File: config.mk
export PLATFORM = sky130hd
export DESIGN_NAME = uart8_tx
export DESIGN_NICKNAME = d
export VERILOG_FILES = /design/src/rtl/uart8_tx.sv
export SDC_FILE = /design/constraint.sdc
export NUM_CORES = 1
export LEC_CHECK = 0
export ABC_AREA = 1
export CORE_ASPECT_RATIO = 0.5
export CORE_MARGIN = 3
export CORE_UTILIZATION = 30
export CTS_CLUSTER_SIZE = 8
export DETAILED_ROUTE_END_ITERATION = 6
export DONT_BUFFER_PORTS = 1
export PLACE_DENSITY = 0.46
export SLEW_MARGIN = 20
export SYNTH_ARGS = -nofsm -noshare
export SYNTH_HDL_FRONTEND = slang
export SYNTH_SLANG_ARGS = --single-unit
File: constraint.sdc
create_clock -name clk -period 2 [get_ports clk]
set_input_delay 0.6 -clock clk [delete_from_list [all_inputs] [get_ports clk]]
set_output_delay 0.6 -clock clk [all_outputs]
set_load 0.005 [all_outputs]
File: src/rtl/uart8_tx.sv
// ============================================================================
//  Module   : uart8_tx
//  Brief    : 8N1 UART transmitter with a one-entry holding register for
//             back-to-back frames.
//  Revision : 1.0 - initial release
// ============================================================================
`default_nettype none

module uart8_tx #(
  parameter int CLOCK_RATE = 12000000,
  parameter int BAUD_RATE  = 9600
) (
  input  logic       clk,
  input  logic       rstN,
  input  logic       txEn,
  input  logic       txStart,
  input  logic [7:0] in,
  output logic       txReady,
  output logic       txBusy,
  output logic       txDone,
  output logic       tx
);

  localparam int CLKS_PER_BIT = CLOCK_RATE / BAUD_RATE;
  localparam int CNT_W        = (CLKS_PER_BIT > 2) ? $clog2(CLKS_PER_BIT) : 1;

  localparam logic [CNT_W-1:0] c_CNT_LAST = CNT_W'(CLKS_PER_BIT - 1);
  localparam logic [2:0]       c_BIT_LAST = 3'd7;

  generate
    if (CLKS_PER_BIT < 2) begin : g_badRate
      $error("uart8_tx: CLOCK_RATE/BAUD_RATE must be at least 2");
    end
  endgenerate

  typedef enum logic [1:0] {
    S_IDLE  = 2'd0,
    S_START = 2'd1,
    S_DATA  = 2'd2,
    S_STOP  = 2'd3
  } state_t;

  state_t           r_state,    w_stateNext;
  logic [CNT_W-1:0] r_clkCnt,   w_clkCntNext;
  logic [2:0]       r_bitIdx,   w_bitIdxNext;
  logic [7:0]       r_shift,    w_shiftNext;
  logic [7:0]       r_hold,     w_holdNext;
  logic             r_holdFull, w_holdFullNext;
  logic             r_tx,       w_txNext;
  logic             r_busy,     w_busyNext;
  logic             r_done,     w_doneNext;

  logic             w_accept;
  logic             w_bitEnd;
  logic [2:0]       w_bitIdxInc;

  assign txReady     = txEn & ~r_holdFull;
  assign w_accept    = txStart & txReady;
  assign w_bitEnd    = (r_clkCnt == c_CNT_LAST);
  assign w_bitIdxInc = r_bitIdx + 3'd1;

  assign txBusy = r_busy;
  assign txDone = r_done;
  assign tx     = r_tx;

  always_ff @(posedge clk or negedge rstN) begin
    if (!rstN) begin
      r_state    <= S_IDLE;
      r_clkCnt   <= '0;
      r_bitIdx   <= 3'd0;
      r_shift    <= 8'h00;
      r_hold     <= 8'h00;
      r_holdFull <= 1'b0;
      r_tx       <= 1'b1;
      r_busy     <= 1'b0;
      r_done     <= 1'b0;
    end else begin
      r_state    <= w_stateNext;
      r_clkCnt   <= w_clkCntNext;
      r_bitIdx   <= w_bitIdxNext;
      r_shift    <= w_shiftNext;
      r_hold     <= w_holdNext;
      r_holdFull <= w_holdFullNext;
      r_tx       <= w_txNext;
      r_busy     <= w_busyNext;
      r_done     <= w_doneNext;
    end
  end

  always_comb begin
    w_stateNext    = r_state;
    w_clkCntNext   = r_clkCnt + 1'b1;
    w_bitIdxNext   = r_bitIdx;
    w_shiftNext    = r_shift;
    w_holdNext     = r_hold;
    w_holdFullNext = r_holdFull;
    w_txNext       = r_tx;
    w_busyNext     = r_busy;
    w_doneNext     = 1'b0;

    // While a frame is on the wire an accepted byte parks in the holding register
    if (w_accept && (r_state != S_IDLE)) begin
      w_holdNext     = in;
      w_holdFullNext = 1'b1;
    end

    case (r_state)
      S_IDLE: begin
        w_clkCntNext = '0;
        w_bitIdxNext = 3'd0;
        w_txNext     = 1'b1;
        w_busyNext   = 1'b0;
        if (r_holdFull && txEn) begin
          w_shiftNext    = r_hold;
          w_holdFullNext = 1'b0;
          w_stateNext    = S_START;
          w_txNext       = 1'b0;
          w_busyNext     = 1'b1;
        end else if (w_accept) begin
          w_shiftNext = in;
          w_stateNext = S_START;
          w_txNext    = 1'b0;
          w_busyNext  = 1'b1;
        end
      end

      S_START: begin
        if (w_bitEnd) begin
          w_stateNext  = S_DATA;
          w_clkCntNext = '0;
          w_bitIdxNext = 3'd0;
          w_txNext     = r_shift[0];
        end
      end

      S_DATA: begin
        if (w_bitEnd) begin
          w_clkCntNext = '0;
          if (r_bitIdx == c_BIT_LAST) begin
            w_stateNext = S_STOP;
            w_txNext    = 1'b1;
          end else begin
            w_bitIdxNext = w_bitIdxInc;
            w_txNext     = r_shift[w_bitIdxInc];
          end
        end
      end

      S_STOP: begin
        if (w_bitEnd) begin
          w_doneNext   = 1'b1;
          w_clkCntNext = '0;
          w_bitIdxNext = 3'd0;
          if (r_holdFull && txEn) begin
            w_shiftNext    = r_hold;
            w_holdFullNext = 1'b0;
            w_stateNext    = S_START;
            w_txNext       = 1'b0;
          end else if (w_accept) begin
            // Byte offered on the final stop clock bypasses the holding register
            w_shiftNext    = in;
            w_holdFullNext = 1'b0;
            w_stateNext    = S_START;
            w_txNext       = 1'b0;
          end else begin
            w_stateNext = S_IDLE;
            w_txNext    = 1'b1;
            w_busyNext  = 1'b0;
          end
        end
      end

      default: begin
        w_stateNext  = S_IDLE;
        w_clkCntNext = '0;
        w_txNext     = 1'b1;
        w_busyNext   = 1'b0;
      end
    endcase
  end

endmodule

`default_nettype wire

==> out/metrics.cfg <==
[critical_path]
crit_path_start_kind=flop
crit_chain=inv_1, ha_1, inv_1, nand3_1, o21ai_0
r2r_cells=5
path_buf_inv=2
cp.arrival_ns=1.85
end_kind=flop
cpMaxStageDelayCell=dfrtp_1
critPathMostFrequentCell=inv_1
crit_type=flop to flop
critical_path.max_stage_delay_ns=0.40
path_delay_family=flip-flops
cp_max_fo=16
critPathRequiredTime_ns=2.18
path_depth=5

[grt]
grt_overflow=0
grt_pass1_wl_mm=6.74
grt_max_degree=37
grt_pass1_vias=1499
track_usage=0.110
antenna_found_initial=0

[die]
rows=19
die_area_um2=7470
die_x_um=119
ioPinCount=16
start_util=0.331
core-area_um2=5820
die_height_um=62.7

[logic_synthesis]
yosysSeqAreaShare=0.468
synth_nets=260
synth_top_cell_area_share=0.455
ys_top_cells_by_count=65 x nand2_1, 35 x dfrtp_1, 35 x inv_1, 21 x o21ai_0, 19 x nor2_1
ys_types=25
yosysWarnings=0
syn_inst=239
synth_area_leaders=dfrtp_1 45%, nand2_1 13%, inv_1 6.8%
synth_most_common_cell=nand2_1
ys_seq_elements=36
async_flop_share=1.00
synth_top_cell_by_area=dfrtp_1
synth_edf_count=0
syn_avg_cell_area_um2=8.06
synth-main-ff-cell=dfrtp_1
synth_area_um2=1930

[clocking]
ctsHtreeMaxLevel=2
cts.sinks=36
root_buffer=clkbuf_16
cts.path.max_buffers=2
path_clk_slew_ns=0.06
postCtsSetupRepairBufs=0
tritoncts=yes
clock_latency_ns=0.28
post_cts_resized=0
cts_buffers=5
hold_buffers=0

[placed_design]
dp_slack_ns=0.309
place_congestion=0.741
io_buffer_count=0
place_hpwl_mm=2.68

[layout]
antenna_cells=0
drive_above_1_share=0.0980
syn2layout_area_growth_pct=14.5
final_core_util=0.379
finalNetCount=265

[detailed_routing]
wl_per_cell_um=11.0
drt_wl_total_mm=3.62
viasPerCell=4.38
vias=1441
ant_nets=0
drt-pass1-iter-count=4
drc=0
drt-initial-drc-count=34

[sta]
slew-limit-headroom=0.579
min_period_over_period=0.837
fin_crit_ns=1.67
timing.fmax_ghz=0.597
setup_viol=0
skew_ns=0.00389
hold_ws_ns=0.0164
slew_viol_final=0
fin_ws_ns=0.326
hold_viol=0
setup_tns_ns=0
worstMarginPinSlew_ns=0.630
rsz0062_at_grt=false

[power]
p_leak_nw=1.09
ir_drop_mv=0.317
power_frac_comb=0.034
seqPwrFrac=0.435
power_switching_w=0.000336
p_sw_frac=0.190
internal-power_w=0.00144
pwr_density_cell_nw_per_um2=804
p_clk_frac=0.530

[run]
maxCapViolations=0

[status]
status=finished clean

[min_path]
hold_path_class=input pin to async pin

==> power by group through the flow <==
stage / combinational (W) / sequential (W) / clock (W)
2_1_floorplan: 0.0000460 / 0.000781 / 0
3_3_place_gp: 0.0000539 / 0.000783 / 0
3_5_place_dp: 0.0000559 / 0.000784 / 0
4_1_cts: 0.0000559 / 0.000771 / 0.000986
5_1_grt: 0.0000743 / 0.000775 / 0.00101
6_report: 0.0000608 / 0.000771 / 0.000940
==> cells by family after synthesis <==
kind of cell	Yosys count	share of synthesized area
and+or+nand+nor	111	0.255
AOI/OAI and AO/OA	42	0.127
buffers and inverters	38	0.0780
DFF	36	0.468
adders and majority gates	9	0.0585
xor gates and xnor gates	3	0.0136
==> metrics by stage <==
| step | cell area, µm² | power [W] | cells |
|---|---|---|---|
| detailed placement | 2010 | 0.000840 | 320 |
| global route | 2200 | 0.00186 | 329 |
| floorplan | 1930 | 0.000827 | 239 |
| finish | 2200 | 0.00177 | 329 |
| CTS | 2190 | 0.00181 | 328 |
| global placement | 2010 | 0.000837 | 320 |
==> cell usage in the layout (no fill, tap or decap), types with 2 or more instances in the layout <==
cell / synthesis / layout
nand2_1: 65 / 65
inv_1: 35 / 35
dfrtp_1: 35 / 35
o21ai_0: 21 / 21
nor2_1: 19 / 19
nand3_1: 14 / 14
a21oi_1: 11 / 11
ha_1: 9 / 9
o21ai_2: 8 / 8
clkbuf_16: 0 / 5
nor3_1: 3 / 3
nand4_1: 2 / 2
nand2_2: 2 / 2
xor2_1: 2 / 2
clkbuf_8: 0 / 2
==> worst register-to-register path, cell delays in order, from the launching register on <==
cell and delay [ns]:
dfrtp_1 0.40, inv_1 0.11, ha_1 0.26, inv_1 0.10, nand3_1 0.38, o21ai_0 0.33
==> final timing paths <==
kind	from	endpoint	slack (ns)
min in group clk	r_hold[1]	r_hold[1]	0.48
worst max-delay path	r_state[0]	r_hold[4]	0.33
max in group asynchronous	rstN	r_hold[3]	0.80
worst max register to register	r_state[0]	r_hold[4]	0.33
worst min register to register	r_hold[1]	r_hold[1]	0.48
worst min-delay path	rstN	r_clkCnt[6]	0.02
==> routing by layer <==
metal / routed length [µm] / vias up / part of all wire / global-route usage
met1: 1800 / 653 / 0.50 / 0.136
met3: 89 / 6 / 0.025 / 0.0307
met2: 1690 / 13 / 0.47 / 0.185
met5: 0 / - / 0 / 0
li1: - / 769 / - / -
met4: 40 / 0 / 0.011 / 0.0428
==> state kept, by name, indices dropped and copies added, names as in the netlist <==
signal,flops
r_clkCnt,11
r_shift,8
r_state,2
txBusy,1
r_hold,8
txDone,1
r_bitIdx,3
tx,1
r_holdFull,1
==> final cells by class <==
cell class	count	area, µm²
Clock buffer	7	153
Multi-Input combinational cell	165	873
Fill cell	614	3620
Tap cell	84	105
Clock inverter	1	30.0
Inverter	35	131
Timing Repair Buffer	1	10.0
Sequential cell	36	902
Note: power is estimated with default switching activity, not from simulation.
==> RTL edit: new RTL, same flow settings <==
The parameter `BAUD_RATE` goes from 9600 to 2400.
--- a/src/rtl/uart8_tx.sv
+++ b/src/rtl/uart8_tx.sv
@@ -10,3 +10,3 @@
   parameter int CLOCK_RATE = 12000000,
-  parameter int BAUD_RATE  = 9600
+  parameter int BAUD_RATE  = 2400
 ) (
Behaviour: no difference found for any inputs over 10 cycles, from zero or initial values and one cycle with rstN low; that may be too few to reach the edited logic, so the function may still have changed.
==> RTL edit against the original RTL <==
  * Wire length rose by 13%
  * Worst setup slack improved by 0.084 ns
  * Area after synthesis rose by 5.4%
  * Hold slack got worse by 0.0020 ns
  * Via count rose by 5.5%
  * Sequential cell count rose by 2
  * Cell area rose by 3.9%
  * Die area rose by 5.0%
  * Synthesized cell count rose by 4.6%
  * Critical path type unchanged
Power is not compared: it rests on default switching activity, and its combinational part moved more than twofold at a synthesized area within 25%.
==> RTL edit: results (changes against the original RTL) <==
- Status: finished, final reports clean
- Most frequent cells after synthesis: 67 x nand2_1, 37 x dfrtp_1, 32 x inv_1
- Post-Synthesis Cells: 250 (+4.6%)
- GR Util All Layers: 11.2% (+0.20 points)
- Placed cell area: 2120 um^2 (+5.5%)
- Top delay family on crit path: simple AND/OR/NAND/NOR gates
- DR vias/cell: 4.41 (+0.59%)
- Period utilization: 79.5% (-4.2 points)
- Nets@finish: 276 (+4.2%)
- Worst reg2reg endpoint: r_clkCnt[10]
- Largest net degree at the start of global routing: 39 (+5.4%)
- # fillers: 673 (+9.6%)
- CP arrival: 1.75 ns (-0.10 ns)
- HPWL Detailed: 2760 um (+2.9%)
- Via count: 1520 (+5.5%)
- Reg2Reg Depth: 8 (+3)
- Synth cell types: 29 (+16%)
- Worst R2R Start: r_clkCnt[0]
- Sequential share of the synthesized area: 46.9% (+0.069 points)
- Share of post-route cells with drive strength above 1: 11.7% (+1.9 points)
- Setup Skew: 0.00484 ns (+0.000957 ns)
- First-pass GRT wire length: 6980 um (+3.6%)
- GP Congestion: 0.738 (-0.36%)
- Compound-Gate Fraction of Synth Area: 11.3% (-1.4 points)
- DRT iter0 DRCs: 79 (+130%)
RTL edit: changes by cell type after synthesis, sizes merged, moves of 4 or more:
cell / change
a21oi: -8
nand2: +5
o21ai: +6
xor2: +4
nor2: +6
nand3: -4
RTL edit: layer usage:
| metal | up-vias | share of wire (%) | global-route usage (%) |
|---|---|---|---|
| li1 | 800 | - | - |
| met5 | - | 0 | 0 |
| met3 | 5 | 2.9 | 3.45 |
| met1 | 695 | 54 | 14.1 |
| met4 | 0 | 1.4 | 4.60 |
| met2 | 20 | 42 | 18.0 |
RTL edit: kinds of logic after synthesis:
group	Yosys count
and+or+nand+nor	121
AOI/OAI and AO/OA	39
buffers and inverters	38
DFF	38
adders and majority gates	8
xor gates and xnor gates	6
RTL edit: cell type report:
| class | count | area share [%] |
|---|---|---|
| clock buffers | 7 | 6.23 |
| clock inverters | 1 | 0.218 |
| inverters | 34 | 5.57 |
| multi-input cells | 174 | 40.4 |
| flip-flops and latches | 38 | 41.6 |
| well taps | 88 | 4.81 |
| repair buffers | 3 | 1.20 |
